$ cat config.mk
export PLATFORM = sky130hd
export DESIGN_NAME = pid_pwm_driver
export DESIGN_NICKNAME = d
export VERILOG_FILES = /design/src/rtl/pid_pwm_driver.sv
export SDC_FILE = /design/constraint.sdc
export NUM_CORES = 1
export LEC_CHECK = 0
export BUFFER_PORTS_ARGS = -buffer_cell sky130_fd_sc_hd__buf_2
export CAP_MARGIN = 10
export CORE_MARGIN = 2
export CORE_UTILIZATION = 62
export CTS_CLUSTER_DIAMETER = 60
export DETAILED_ROUTE_END_ITERATION = 8
export PLACE_DENSITY = 0.77
export REMOVE_ABC_BUFFERS = 1
export SLEW_MARGIN = 5
export SYNTH_ARGS = -nofsm -noshare
export SYNTH_HDL_FRONTEND = slang
export SYNTH_SLANG_ARGS = --single-unit
$ cat constraint.sdc
create_clock -name clk -period 5.54 [get_ports clk]
set_clock_uncertainty 0.1 [all_clocks]
set_input_delay 0 -clock clk [delete_from_list [all_inputs] [get_ports clk]]
set_output_delay 0 -clock clk [all_outputs]
set_load 0.05 [all_outputs]
$ cat src/rtl/pid_pwm_driver.sv
// -----------------------------------------------------------------------------
// pid_pwm_driver
//
// Purpose:
//   Output stage of the PID controller. It converts the signed Q-format PID
//   command into a sign-magnitude PWM drive for an actuator bridge:
//     - saturates the command magnitude to 1.0 (2^Q)
//     - scales the magnitude to a duty count in the range 0..PERIOD
//     - double-buffers duty/direction/saturation so they change only at the
//       PWM period boundary
//     - drives high/low gate outputs, a direction line and a sat flag
//
// Build option:
//   PID_PWM_DEADTIME_EN - when defined, dead-time insertion of DEADTIME cycles
//                         is compiled into the gate outputs. When undefined,
//                         pwm_h/pwm_l are the registered raw comparison and
//                         its complement, and DEADTIME has no effect.
//
// Parameters:
//   N        data width of the PID command
//   Q        fractional bits of the command (1.0 = 2^Q)
//   PERIOD   PWM period in clk cycles (2..2^CNT_W-1)
//   CNT_W    period counter width
//   DEADTIME dead-time cycles (< PERIOD/2), used only with the build option
//
// Ports:
//   clk           in   system clock
//   reset         in   asynchronous, active-low reset
//   data_in       in   signed Q(N-Q).Q PID command
//   data_valid    in   one-cycle strobe, data_in valid
//   pwm_h         out  high-side gate
//   pwm_l         out  low-side gate
//   dir           out  direction, 1 = negative command
//   sat           out  active command was clamped
//   period_start  out  one-cycle pulse while the counter is at 0
// -----------------------------------------------------------------------------
module pid_pwm_driver #(
   parameter int N        = 32,
   parameter int Q        = 18,
   parameter int PERIOD   = 1000,
   parameter int CNT_W    = 16,
   parameter int DEADTIME = 4
) (
   input  logic         clk,
   input  logic         reset,
   input  logic [N-1:0] data_in,
   input  logic         data_valid,
   output logic         pwm_h,
   output logic         pwm_l,
   output logic         dir,
   output logic         sat,
   output logic         period_start
);

   localparam logic [N:0]       ONE_FULL = (N+1)'(1) << Q;
   localparam logic [Q:0]       ONE_A    = (Q+1)'(1) << Q;
   localparam logic [CNT_W-1:0] LAST_CNT = CNT_W'(PERIOD - 1);
   localparam logic [2*N-1:0]   PERIOD_W = (2*N)'(PERIOD);

   // ------------------------------------------------------------------
   // Stage A: sign/magnitude split and clamp
   // ------------------------------------------------------------------
   logic [N:0] mag_full;
   logic       clamp;
   logic       dir_a_reg;
   logic       sat_a_reg;
   logic [Q:0] mag_a_reg;

   // Absolute value on N+1 bits so that the most negative input still
   // yields a correct positive magnitude.
   assign mag_full = data_in[N-1] ? ({1'b0, ~data_in} + (N+1)'(1))
                                  : {1'b0, data_in};
   assign clamp    = (mag_full >= ONE_FULL);

   always_ff @(posedge clk or negedge reset) begin
      if (!reset) begin
         dir_a_reg <= 1'b0;
         sat_a_reg <= 1'b0;
         mag_a_reg <= '0;
      end else if (data_valid) begin
         dir_a_reg <= data_in[N-1];
         sat_a_reg <= clamp;
         mag_a_reg <= clamp ? ONE_A : mag_full[Q:0];
      end
   end

   // ------------------------------------------------------------------
   // Stage B: scale to duty count (shadow registers)
   // ------------------------------------------------------------------
   // Stage A only changes on a strobe, so copying it every cycle gives the
   // same result as loading one edge after each strobe.
   logic [2*N-1:0]   product;
   logic [CNT_W-1:0] shadow_duty_reg;
   logic             shadow_dir_reg;
   logic             shadow_sat_reg;
   logic             unused_bits;

   assign product = {{(2*N-Q-1){1'b0}}, mag_a_reg} * PERIOD_W;

   // mag_a <= 2^Q, so the scaled result never exceeds PERIOD and fits in
   // CNT_W bits; the remaining product bits are always zero or discarded
   // by the truncating shift.
   assign unused_bits = ^{product[2*N-1:Q+CNT_W], product[Q-1:0]};

   always_ff @(posedge clk or negedge reset) begin
      if (!reset) begin
         shadow_duty_reg <= '0;
         shadow_dir_reg  <= 1'b0;
         shadow_sat_reg  <= 1'b0;
      end else begin
         shadow_duty_reg <= product[Q +: CNT_W];
         shadow_dir_reg  <= dir_a_reg;
         shadow_sat_reg  <= sat_a_reg;
      end
   end

   // ------------------------------------------------------------------
   // Period counter and active (double-buffered) registers
   // ------------------------------------------------------------------
   logic [CNT_W-1:0] cnt_reg;
   logic [CNT_W-1:0] cnt_next;
   logic             wrap;
   logic [CNT_W-1:0] active_duty_reg;
   logic             active_dir_reg;
   logic             active_sat_reg;
   logic             raw;

   assign wrap     = (cnt_reg == LAST_CNT);
   assign cnt_next = wrap ? '0 : cnt_reg + CNT_W'(1);

   always_ff @(posedge clk or negedge reset) begin
      if (!reset) begin
         cnt_reg         <= '0;
         active_duty_reg <= '0;
         active_dir_reg  <= 1'b0;
         active_sat_reg  <= 1'b0;
      end else begin
         cnt_reg <= cnt_next;
         if (wrap) begin
            active_duty_reg <= shadow_duty_reg;
            active_dir_reg  <= shadow_dir_reg;
            active_sat_reg  <= shadow_sat_reg;
         end
      end
   end

   // Duty 0 never matches, duty PERIOD always matches (cnt <= PERIOD-1).
   assign raw = (cnt_reg < active_duty_reg);

   // ------------------------------------------------------------------
   // Output registers
   // ------------------------------------------------------------------
   logic period_start_reg;
   logic pwm_h_reg;
   logic pwm_l_reg;

   always_ff @(posedge clk or negedge reset) begin
      if (!reset) begin
         period_start_reg <= 1'b0;
      end else begin
         period_start_reg <= wrap;
      end
   end

`ifdef PID_PWM_DEADTIME_EN
   // Each gate has a down-counter that is reloaded while raw sits in the
   // opposite state. A gate asserts only once its counter has drained,
   // i.e. after DEADTIME consecutive cycles of raw in its own state, and
   // drops on the same edge raw leaves that state. The two gates can
   // therefore never be high together, and short raw pulses are swallowed.
   localparam logic [CNT_W-1:0] DT = CNT_W'(DEADTIME);
   logic [CNT_W-1:0] h_wait_reg;
   logic [CNT_W-1:0] l_wait_reg;

   always_ff @(posedge clk or negedge reset) begin
      if (!reset) begin
         h_wait_reg <= '0;
         l_wait_reg <= '0;
         pwm_h_reg  <= 1'b0;
         pwm_l_reg  <= 1'b0;
      end else if (raw) begin
         l_wait_reg <= DT;
         pwm_l_reg  <= 1'b0;
         if (h_wait_reg != '0) begin
            h_wait_reg <= h_wait_reg - CNT_W'(1);
            pwm_h_reg  <= 1'b0;
         end else begin
            pwm_h_reg  <= 1'b1;
         end
      end else begin
         h_wait_reg <= DT;
         pwm_h_reg  <= 1'b0;
         if (l_wait_reg != '0) begin
            l_wait_reg <= l_wait_reg - CNT_W'(1);
            pwm_l_reg  <= 1'b0;
         end else begin
            pwm_l_reg  <= 1'b1;
         end
      end
   end
`else
   logic unused_deadtime;
   assign unused_deadtime = (DEADTIME != 0);

   always_ff @(posedge clk or negedge reset) begin
      if (!reset) begin
         pwm_h_reg <= 1'b0;
         pwm_l_reg <= 1'b0;
      end else begin
         pwm_h_reg <= raw;
         pwm_l_reg <= ~raw;
      end
   end
`endif

   assign pwm_h        = pwm_h_reg;
   assign pwm_l        = pwm_l_reg;
   assign dir          = active_dir_reg;
   assign sat          = active_sat_reg;
   assign period_start = period_start_reg;

endmodule

==> run_results.csv, run 1 <==
group,metric,value,unit
place,pre_cts_slack,811.6,ps
synth,synth_mux_area_share,1.462,%
synth,synth_compound_area_share,10.63,%
place,post-dp-hpwl,9074,um
global_route,grt_pass1_vias,4334,
floorplan,core_area,9639,um^2
setup_path,regToRegSetupSlack,810,ps
setup_path,r2r_end,"shadow_duty_reg[5]",
global_route,grt_use_met1,32.93,%
place,portBuffers,39,
sta,tightest_slew,833.0,ps
sta,rsz0062_at_grt,"false",
floorplan,die_h,103.0,um
route,ant_nets,0,
setup_path,r2r-start,"mag_a_reg[6]",
layout,fillers,743,
global_route,grtUsageMet3,4.203,%
run_status,status,"finished, final reports clean",
cts,clkSinkCount,66,
synth,syn_avg_cell_area,10.09,um^2
sta,post-route-period-util,85.45,%
route,routed_wirelength,11870,um
synth,synth.most_common_cell,"inv_1",
place,dp.cells,764,
layout,drive_above_1_share,10.19,%
route,drc,0,
setup_path,endpoint_kind,"register",
cts,htree_levels,3,
sta,setup_viol,0,
route,vias_per_cell,5.603,
floorplan,initial_core_util,63.02,%
route,route.vias.total,4482,
synth,synth_ff_type,"dfrtp_1",
synth,synth_cells,602,
synth,synth_top_cell_area_share,27.19,%
sta,timing.fmax,211.2,MHz
route,firstDrtPassIters,4,
synth,synthXorXnorAreaFrac,5.911,%
synth,synth_edf_count,0,
cts,post_cts_buffers,0,
setup_path,path_max_fanout,4,
layout,multi_input_area,3985,um^2
sta,finalSetupTns,0,ps
power,power_leakage,3.229,nW
setup_path,path_class,"register to register",
route,drt_iter0_drc,166,
route,wl_per_cell,14.83,um
worst_hold_path,hp-class,"input port to register",
cts,cts_tree,"done",
synth,ys_seq_elements,66,
cts,cts_made_buffers,9,
sta,slew_headroom,44.47,%
cts,postCtsResizedCells,0,
floorplan,die-width,103.0,um
sta,drv_slew,0,
cts,clock_latency,360,ps
global_route,overflow,0,
sta,fin_crit,4734,ps
synth,synth_simple_gate_area_share,11.86,%
floorplan,die_area,10610,um^2
layout,final_core_util,70.16,%
layout,syn_to_final_growth,11.33,%
synth,yosysWarnings,0,
cts,clk_path_buf_depth,2,
synth,synth_top_area_cell,"dfrtp_1",
synth,synth.area.top_cells,"dfrtp_1 27%, fa_1 21%, ha_1 14%",
floorplan,pin_count,40,
place,gp_congestion,0.9028,
layout,antenna_cells,0,
floorplan,rows,36,
worst_hold_path,worstHoldStart,"data_valid",
synth,yosysSeqAreaShare,27.19,%
layout,seq_area,1652,um^2
run,max_cap_viol_count,0,
global_route,grt_pass1_wl,19910,um
synth,async_flop_share,100.0,%
worst_hold_path,min_to,"mag_a_reg[11]",
synth,syn_area,6075,um^2
power,power_density,136.9,nW/um^2
cts,clk_pin_slew,80,ps
sta,fin_ws,805.9,ps
layout,final_cells,800,
global_route,use_met2,39.41,%
setup_path,cp.required,5670,ps
power,max-vdd-ir-drop,0.00009134,V
worst_hold_path,holdPathStages,2,
global_route,antenna_found_initial,0,
setup_path,startpoint_type,"register",
synth,synth_cell_types,53,
global_route,busiest_layer,"met2",
sta,finalHoldViolCount,0,
cts,root_buffer,"clkbuf_8",
setup_path,worstPathArrival,4860,ps
synth,synthAdderAreaFrac,35.63,%
global_route,grt.total_usage,24.21,%
synth,synth_common_cells,"103 x inv_1, 69 x ha_1, 66 x dfrtp_1",
layout,fin_nets,831,
setup_path,worst-r2r-cell-count,14,
layout,largest_reg_flops,19,
synth,synth_top_family_by_area,"adder cells",
global_route,grt_max_degree,67,
[per-stage QoR]
| step | instance area (um^2) | power, mW | hold WS [ps] |
|---|---|---|---|
| detailed placement | 6400 | 0.5685 | 139.3 |
| floorplan | 6017 | 0.5243 | -395.6 |
| finish | 6763 | 0.9261 | 38.59 |
| global route | 6763 | 0.9605 | 43.70 |
| global placement | 6400 | 0.5658 | 119.7 |
| CTS | 6763 | 0.9290 | 17.67 |
[worst max-delay path by stage]
stage	startpoint	to	slack (ps)
6_report	mag_a_reg[6]	shadow_duty_reg[5]	810
5_1_grt	mag_a_reg[6]	shadow_duty_reg[5]	540
4_1_cts	mag_a_reg[6]	shadow_duty_reg[5]	780
3_5_place_dp	mag_a_reg[6]	shadow_duty_reg[5]	810
3_3_place_gp	mag_a_reg[7]	shadow_duty_reg[5]	1010
2_1_floorplan	mag_a_reg[6]	shadow_duty_reg[5]	1210
[per-layer routing]
metal,wire length [um],vias to the layer above
met4,226,0
met2,5970,73
met5,0,-
li1,-,2152
met3,324,21
met1,5343,2236
[logic make-up after synthesis]
group,Yosys count
AND/OR/NAND/NOR,137
adder cells (fa/ha/maj),134
buffers and inverters,115
AO/OA/AOI/OAI,101
flip-flops,66
XOR/XNOR,41
multiplexers,8
[power breakdown]
| part | internal, mW | leakage (nW) | total [mW] | switching, mW |
|---|---|---|---|---|
| clock | 0.161 | 0.0831 | 0.353 | 0.192 |
| combinational | 0.0370 | 2.29 | 0.0895 | 0.0526 |
| sequential | 0.483 | 0.852 | 0.483 | 0.000524 |
| total | 0.681 | 3.23 | 0.926 | 0.245 |
[placed cells by master, fill, tap and decap left out, types with 18 or more instances in the layout]
cell           netlist  layout
inv_1              103     103
ha_1                69      69
dfrtp_1             66      66
fa_1                65      65
buf_2                1      39
nand2_1             31      31
xor2_1              29      29
o21ai_0             25      25
nor2_1              25      25
o22ai_1             20      20
dlygate4sd3_1        0      20
a21oi_1             18      18
[repair_timing]
| item | in CTS | in global routing |
|---|---|---|
| hold buffers | 20 | 0 |
| setup endpoints to repair | 0 | 0 |
| endpoints found under the hold margin | 84 | 0 |
[area by class of cell]
| cell class | count | area share [%] |
|---|---|---|
| clock buffers | 11 | 1.943 |
| well taps | 133 | 2.461 |
| multi-input cells | 421 | 58.93 |
| repair buffers | 61 | 6.068 |
| flip-flops and latches | 66 | 24.42 |
| inverters | 103 | 5.717 |
| clock inverters | 5 | 0.4625 |
[worst max-delay path, stage by stage (launching register included)]
cell      delay [ps]
dfrtp_1          430
inv_1            160
fa_1             590
fa_1             440
fa_1             490
fa_1             510
inv_1             40
ha_1             300
a211oi_1         330
o211ai_1         170
o211ai_1         250
o21ai_0          210
a21o_1           260
a211oi_1         260
a211oi_1          70
Power figures use the tool's default switching activity.
==> run 2, diff against run 1 <==
CORE_UTILIZATION = 63   (was 62)
CTS_CLUSTER_SIZE = 12   (was default)
PLACE_DENSITY = 0.78   (was 0.77)
clock period = 6.1 ns   (was 5.54 ns; I/O delays follow)
==> run 2 against run 1 <==
Register-to-register slack improved by 540 ps. Wire length increased by 0.52%. Clock power increased by 19%. Clock-buffer cell count decreased by 1. Global-route usage increased by 1.0 points. Sequential power decreased by 9.1%. Worst hold slack improved by 3.8 ps. Final cell count decreased by 0.38%. Critical path type unchanged. Largest power group unchanged.
==> run_results.csv, run 2 (synthesis results as in run 1) <==
group,metric,value,unit
run_status,status,"finished, final reports clean",
cts,root_buffer,"clkbuf_8",
floorplan,die_area,10440,um^2
global_route,busiest_layer,"met2",
power,max-vdd-ir-drop,0.00009288,V
layout,final_area,6830,um^2
sta,fin_ws,1347,ps
worst_hold_path,hp-class,"input port to register",
place,portBuffers,39,
layout,largest_reg_flops,19,
layout,fin_nets,832,
sta,post-route-period-util,77.92,%
floorplan,rows,35,
sta,finalHoldViolCount,0,
floorplan,pin_count,40,
route,ant_nets,0,
setup_path,regToRegSetupSlack,1350,ps
route,drc,0,
global_route,grt_pass1_vias,4468,
route,firstDrtPassIters,4,
worst_hold_path,holdPathStages,2,
setup_path,worst-r2r-cell-count,14,
cts,postCtsResizedCells,0,
cts,post_cts_buffers,0,
cts,clock_latency,360,ps
layout,layout_common_cells,"103 x inv_1, 69 x ha_1, 66 x dfrtp_1, 65 x fa_1, 39 x buf_2",
route,wl_per_cell,14.96,um
cts,clk_pin_slew,70,ps
cts,clk_path_buf_depth,2,
setup_path,endpoint_kind,"register",
setup_path,critical-path-max-stage-delay,550,ps
sta,whs,42.40,ps
setup_path,slowest_stage,"fa_1",
power,power_density,137.6,nW/um^2
floorplan,initial_core_util,65.43,%
global_route,grtUsageMet3,4.241,%
setup_path,startpoint_type,"register",
place,post-dp-hpwl,9183,um
sta,finalSetupTns,0,ps
sta,rsz0062_at_grt,"false",
setup_path,path_class,"register to register",
setup_path,cp.required,6220,ps
global_route,grt.total_usage,25.23,%
setup_path,worstPathArrival,4870,ps
power,power_leakage,3.263,nW
setup_path,path_cells,"inv_1, fa_1, fa_1, fa_1, fa_1, inv_1, ha_1, a211oi_1, o211ai_1, o211ai_1, o21ai_0, a21o_1, a211oi_1, a211oi_1",
place,gp_congestion,0.8575,
layout,final_cells,797,
global_route,overflow,0,
setup_path,r2r_end,"shadow_duty_reg[5]",
floorplan,core_area,9284,um^2
route,routed_wirelength,11930,um
sta,setup_viol,0,
layout,drive_above_1_share,10.63,%
run,max_cap_viol_count,0,
cts,clkSinkCount,66,
route,route.vias.total,4483,
sta,drv_slew,0,
place,pre_cts_slack,1358,ps
route,vias_per_cell,5.625,
place,dp.cells,760,
setup_path,cp_common_cell,"fa_1",
sta,tightest_slew,818.4,ps
sta,fin_crit,4753,ps
worst_hold_path,worstHoldStart,"data_valid",
cts,cts_hold_buf,20,
layout,fillers,670,
setup_path,r2r-start,"mag_a_reg[8]",
cts,cts_tree,"done",
route,drt_iter0_drc,142,
sta,slew_headroom,45.44,%
global_route,grt_use_met1,34.41,%
global_route,grt_max_degree,67,
floorplan,die-width,102.2,um
worst_hold_path,min_to,"mag_a_reg[2]",
setup_path,path_max_fanout,4,
global_route,grt_pass1_wl,20580,um
layout,syn_to_final_growth,12.44,%
global_route,use_met2,42.05,%
cts,htree_levels,3,
global_route,antenna_found_initial,0,
sta,timing.fmax,210.4,MHz
floorplan,die_h,102.2,um
layout,antenna_cells,0,
cts,cts_made_buffers,9,
place,postPlaceCellArea,6395,um^2
layout,final_common_cell,"inv_1",
run 2: cell count changes in the layout (fill, tap and decap cells not counted), sizes merged:
cell / change
clkinv: -1
bufinv: +2
run 2: layer usage:
metal	vias to the layer above	part of all wire, %
met3	15	3.3
met2	87	50
li1	2148	-
met4	0	1.5
met5	-	0
met1	2233	45
run 2: power by group:
part	leakage [nW]	switching (mW)	internal [mW]
combinational	2.30	0.0473	0.0335
clock	0.112	0.178	0.242
sequential	0.852	0.000564	0.439
total	3.26	0.226	0.714
run 2: layout make-up:
cell class	count	area (um^2)	share of cell area, %
repair buffers	62	417.9	6.118
clock inverters	6	90.09	1.319
well taps	129	161.4	2.363
flip-flops and latches	66	1652	24.18
inverters	103	386.6	5.660
multi-input cells	421	3985	58.34
clock buffers	10	137.6	2.015
run 2: how the worst max path moves through the flow:
stage	startpoint	endpoint	slack, ps	cells after the start
4_1_cts	mag_a_reg[8]	shadow_duty_reg[5]	1320	14
5_1_grt	mag_a_reg[8]	shadow_duty_reg[5]	1020	14
2_1_floorplan	mag_a_reg[6]	shadow_duty_reg[5]	1770	14
6_report	mag_a_reg[8]	shadow_duty_reg[5]	1350	14
3_5_place_dp	mag_a_reg[6]	shadow_duty_reg[5]	1360	14
3_3_place_gp	mag_a_reg[7]	shadow_duty_reg[5]	1560	14
run 2: worst max-delay path, delay by kind of cell (launching register included):
family	cells	cell delay, ps
compound gates	7	1560
buf+inv	2	240
flops	1	450
fa+ha+maj	5	2280
run 2: metrics by stage:
stage | total power [mW] | utilization (%)
4_1_cts | 0.9446 | 73.49
5_1_grt | 0.9748 | 73.57
6_report | 0.9397 | 73.57
2_1_floorplan | 0.4762 | -
3_5_place_dp | 0.5164 | 68.88
3_3_place_gp | 0.5143 | 68.88
==> run 3, diff against run 2 <==
ABC_AREA = 1   (was default)
CORE_UTILIZATION = 57   (was 63)
PLACE_DENSITY = 0.74   (was 0.78)
clock period = 4 ns   (was 6.1 ns; I/O delays follow)
==> run 3 against run 2 <==
The run now ends with negative setup slack left. Area after synthesis grew 20%. Combinational power rose by 110%. Wire length up 40%. Clock power increased by 71%. Sequential share of layout area fell by 5.2 points. Sequential cell count is the same. First-iteration DRC count rose to 3.1 times the previous value. Global-route usage about the same. Register-to-register slack got worse by 1400 ps. Core utilization down 3.9 points.
==> run_results.csv, run 3 <==
group,metric,value,unit
worst_hold_path,holdPathStages,5,
synth,yosysSeqAreaShare,22.73,%
route,vias_per_cell,5.164,
setup_path,worstPathArrival,4180,ps
setup_path,crit_buf_inv,5,
synth,ys_seq_elements,66,
sta,drv_slew,0,
global_route,use_met2,41.62,%
global_route,busiest_layer,"met2",
setup_path,endpoint_kind,"register",
global_route,overflow,0,
synth,synth_edf_count,0,
floorplan,die_area,13670,um^2
layout,layout_common_cells,"184 x nand2_1, 147 x inv_1, 82 x nor2_1, 65 x fa_1, 65 x dfrtp_1",
layout,final_area,8723,um^2
layout,syn_to_final_growth,20.04,%
setup_path,cp.required,4160,ps
layout,antenna_cells,0,
setup_path,cp_top_family,"adder cells",
power,power_leakage,4.439,nW
place,portBuffers,39,
global_route,grtUsageMet3,2.832,%
route,routed_wirelength,16690,um
setup_path,path_max_fanout,4,
sta,post-route-period-util,100.6,%
global_route,grt_max_degree,42,
route,wl_per_cell,14.09,um
synth,syn_area,7267,um^2
sta,whs,3.229,ps
power,power_density,178.6,nW/um^2
worst_hold_path,hp-class,"input port to register",
global_route,grt_use_met1,35.04,%
layout,final_core_util,69.69,%
route,ant_nets,0,
layout,drive_above_1_share,23.81,%
place,dp.cells,1142,
synth,synth_cell_types,46,
synth,synth.area.top_cells,"dfrtp_1 23%, fa_1 18%, ha_1 12%",
route,firstDrtPassIters,5,
sta,setup_viol,3,
cts,clkSinkCount,66,
route,drc,0,
sta,fin_crit,4023,ps
setup_path,cp_common_cell,"fa_1",
place,post-dp-hpwl,12730,um
synth,synth_common_cells,"195 x nand2_1, 161 x inv_1, 87 x nor2_1",
sta,finalHoldViolCount,0,
floorplan,initial_core_util,58.06,%
synth,async_flop_share,100.0,%
layout,final_cells,1184,
layout,final_common_cell,"nand2_1",
floorplan,rows,41,
synth,synth_cells,906,
run_status,violations,"negative setup slack",
setup_path,cp_num_cells,18,
floorplan,pin_count,40,
floorplan,die_h,116.9,um
route,route.vias.total,6114,
place,gp_congestion,0.9300,
power,max-vdd-ir-drop,0.0001588,V
setup_path,critical-path-max-stage-delay,540,ps
synth,synth.most_common_cell,"nand2_1",
synth,yosysWarnings,0,
cts,clk_pin_slew,60,ps
setup_path,worst-r2r-cell-count,18,
layout,fin_nets,1176,
setup_path,path_cells,"inv_2, fa_1, fa_1, inv_1, fa_1, inv_2, fa_1, inv_2, ha_4, nand2_4, nor2_1, inv_1, nor3_2, nand2_1, nand2_2, nand2_2, nand2_2, xor2_1",
floorplan,die-width,116.9,um
global_route,grt_pass1_vias,5782,
synth,syn_avg_cell_area,8.021,um^2
synth,synth_top_area_cell,"dfrtp_1",
cts,htree_levels,3,
cts,clk_path_buf_depth,2,
layout,largest_reg_flops,19,
sta,fin_ws,-23.03,ps
cts,clock_latency,340,ps
setup_path,path_class,"register to register",
place,postPlaceCellArea,7870,um^2
cts,cts_made_buffers,9,
synth,synth_top_cell_area_share,22.73,%
global_route,grt_pass1_wl,27030,um
sta,slew_headroom,38.60,%
layout,fillers,995,
route,drt_iter0_drc,439,
cts,cts_tree,"done",
sta,tightest_slew,921.0,ps
power,p_total,1.558,mW
setup_path,slowest_stage,"fa_1",
synth,synth_ff_type,"dfrtp_1",
setup_path,startpoint_type,"register",
global_route,grt.total_usage,25.22,%
sta,timing.fmax,248.6,MHz
run_status,status,"finished with violations",
global_route,antenna_found_initial,0,
run,max_cap_viol_count,0,
cts,root_buffer,"clkbuf_16",
floorplan,core_area,12520,um^2
sta,rsz0062_at_grt,"true",
## run 3: cell types whose count changed in the layout (fill, tap and decap cells not counted), moves of 15 or more
cell,before,now
nand3_1,15,45
inv_2,0,16
inv_1,103,147
nand3_2,0,16
buf_4,2,51
nor2_1,25,82
nand2_1,31,184
o22ai_1,20,0
nand2_2,0,24
ha_1,69,54
## run 3: metal layers
metal / up-vias / wire (um)
met4: 0 / 323
met1: 2889 / 7804
met3: 24 / 631
met5: - / 0
met2: 131 / 7927
li1: 3070 / -
## run 3: report_power, final
| group | internal, mW | switching, mW |
|---|---|---|
| Combinational | 0.0587 | 0.110 |
| Sequential | 0.670 | 0.000663 |
| Clock | 0.420 | 0.299 |
## run 3: final timing paths
check / endpoint / slack (ps) / startpoint
setup reg to reg: shadow_duty_reg[6] / -20 / mag_a_reg[12]
hold / removal: mag_a_reg[1] / 3 / data_in[1]
hold reg to reg: shadow_dir_reg / 280 / dir_a_reg
setup / recovery: shadow_duty_reg[6] / -20 / mag_a_reg[12]
min in group asynchronous: dir / 240 / reset
max in group asynchronous: cnt_reg[9] / 2690 / reset
## run 3: kinds of logic after synthesis
logic type                 count (synthesis)  share of synthesized area (%)
AOI/OAI and AO/OA                         89                          7.283
xor gates and xnor gates                  26                          3.134
adders and majority gates                134                          29.79
buffers and inverters                    176                          9.642
DFF                                       66                          22.73
and+or+nand+nor                          415                          27.43
## run 3: area by class of cell
cell class              instances  area [um^2]  share of cell area (%)
repair buffers                102        699.4                   8.018
well taps                     172        215.2                   2.467
clock buffers                  10        229.0                   2.625
clock inverters                 6        42.54                  0.4877
inverters                     164        618.1                   7.085
multi-input cells             664         5266                   60.37
flip-flops and latches         66         1653                   18.95
## run 3: worst register-to-register path: stages (launching register included)
cell,delay [ps]
dfrtp_1,410
inv_2,100
fa_1,440
fa_1,540
inv_1,50
fa_1,490
inv_2,40
fa_1,500
inv_2,50
ha_4,300
nand2_4,60
nor2_1,110
inv_1,90
nor3_2,220
nand2_1,90
nand2_2,100
nand2_2,50
nand2_2,70
xor2_1,140
## run 3: timing repair
item / 4_1_cts / 5_1_grt
hold endpoints to repair: 51 / 0
hold buffers: 11 / 0
endpoints found under the setup margin: 7 / 11
pin swaps: 2 / 39
resized for setup: 19 / 64
buffers inserted: 1 / 14
## run 3: metrics by stage
step	worst slack (ps)	setup TNS, ps
after global routing	-211.8	-1065
after CTS	7.705	0
after detailed placement	-165.3	-604.5
after floorplan	48.43	0
final	-23.03	-37.66
after global placement	-141.0	-362.3
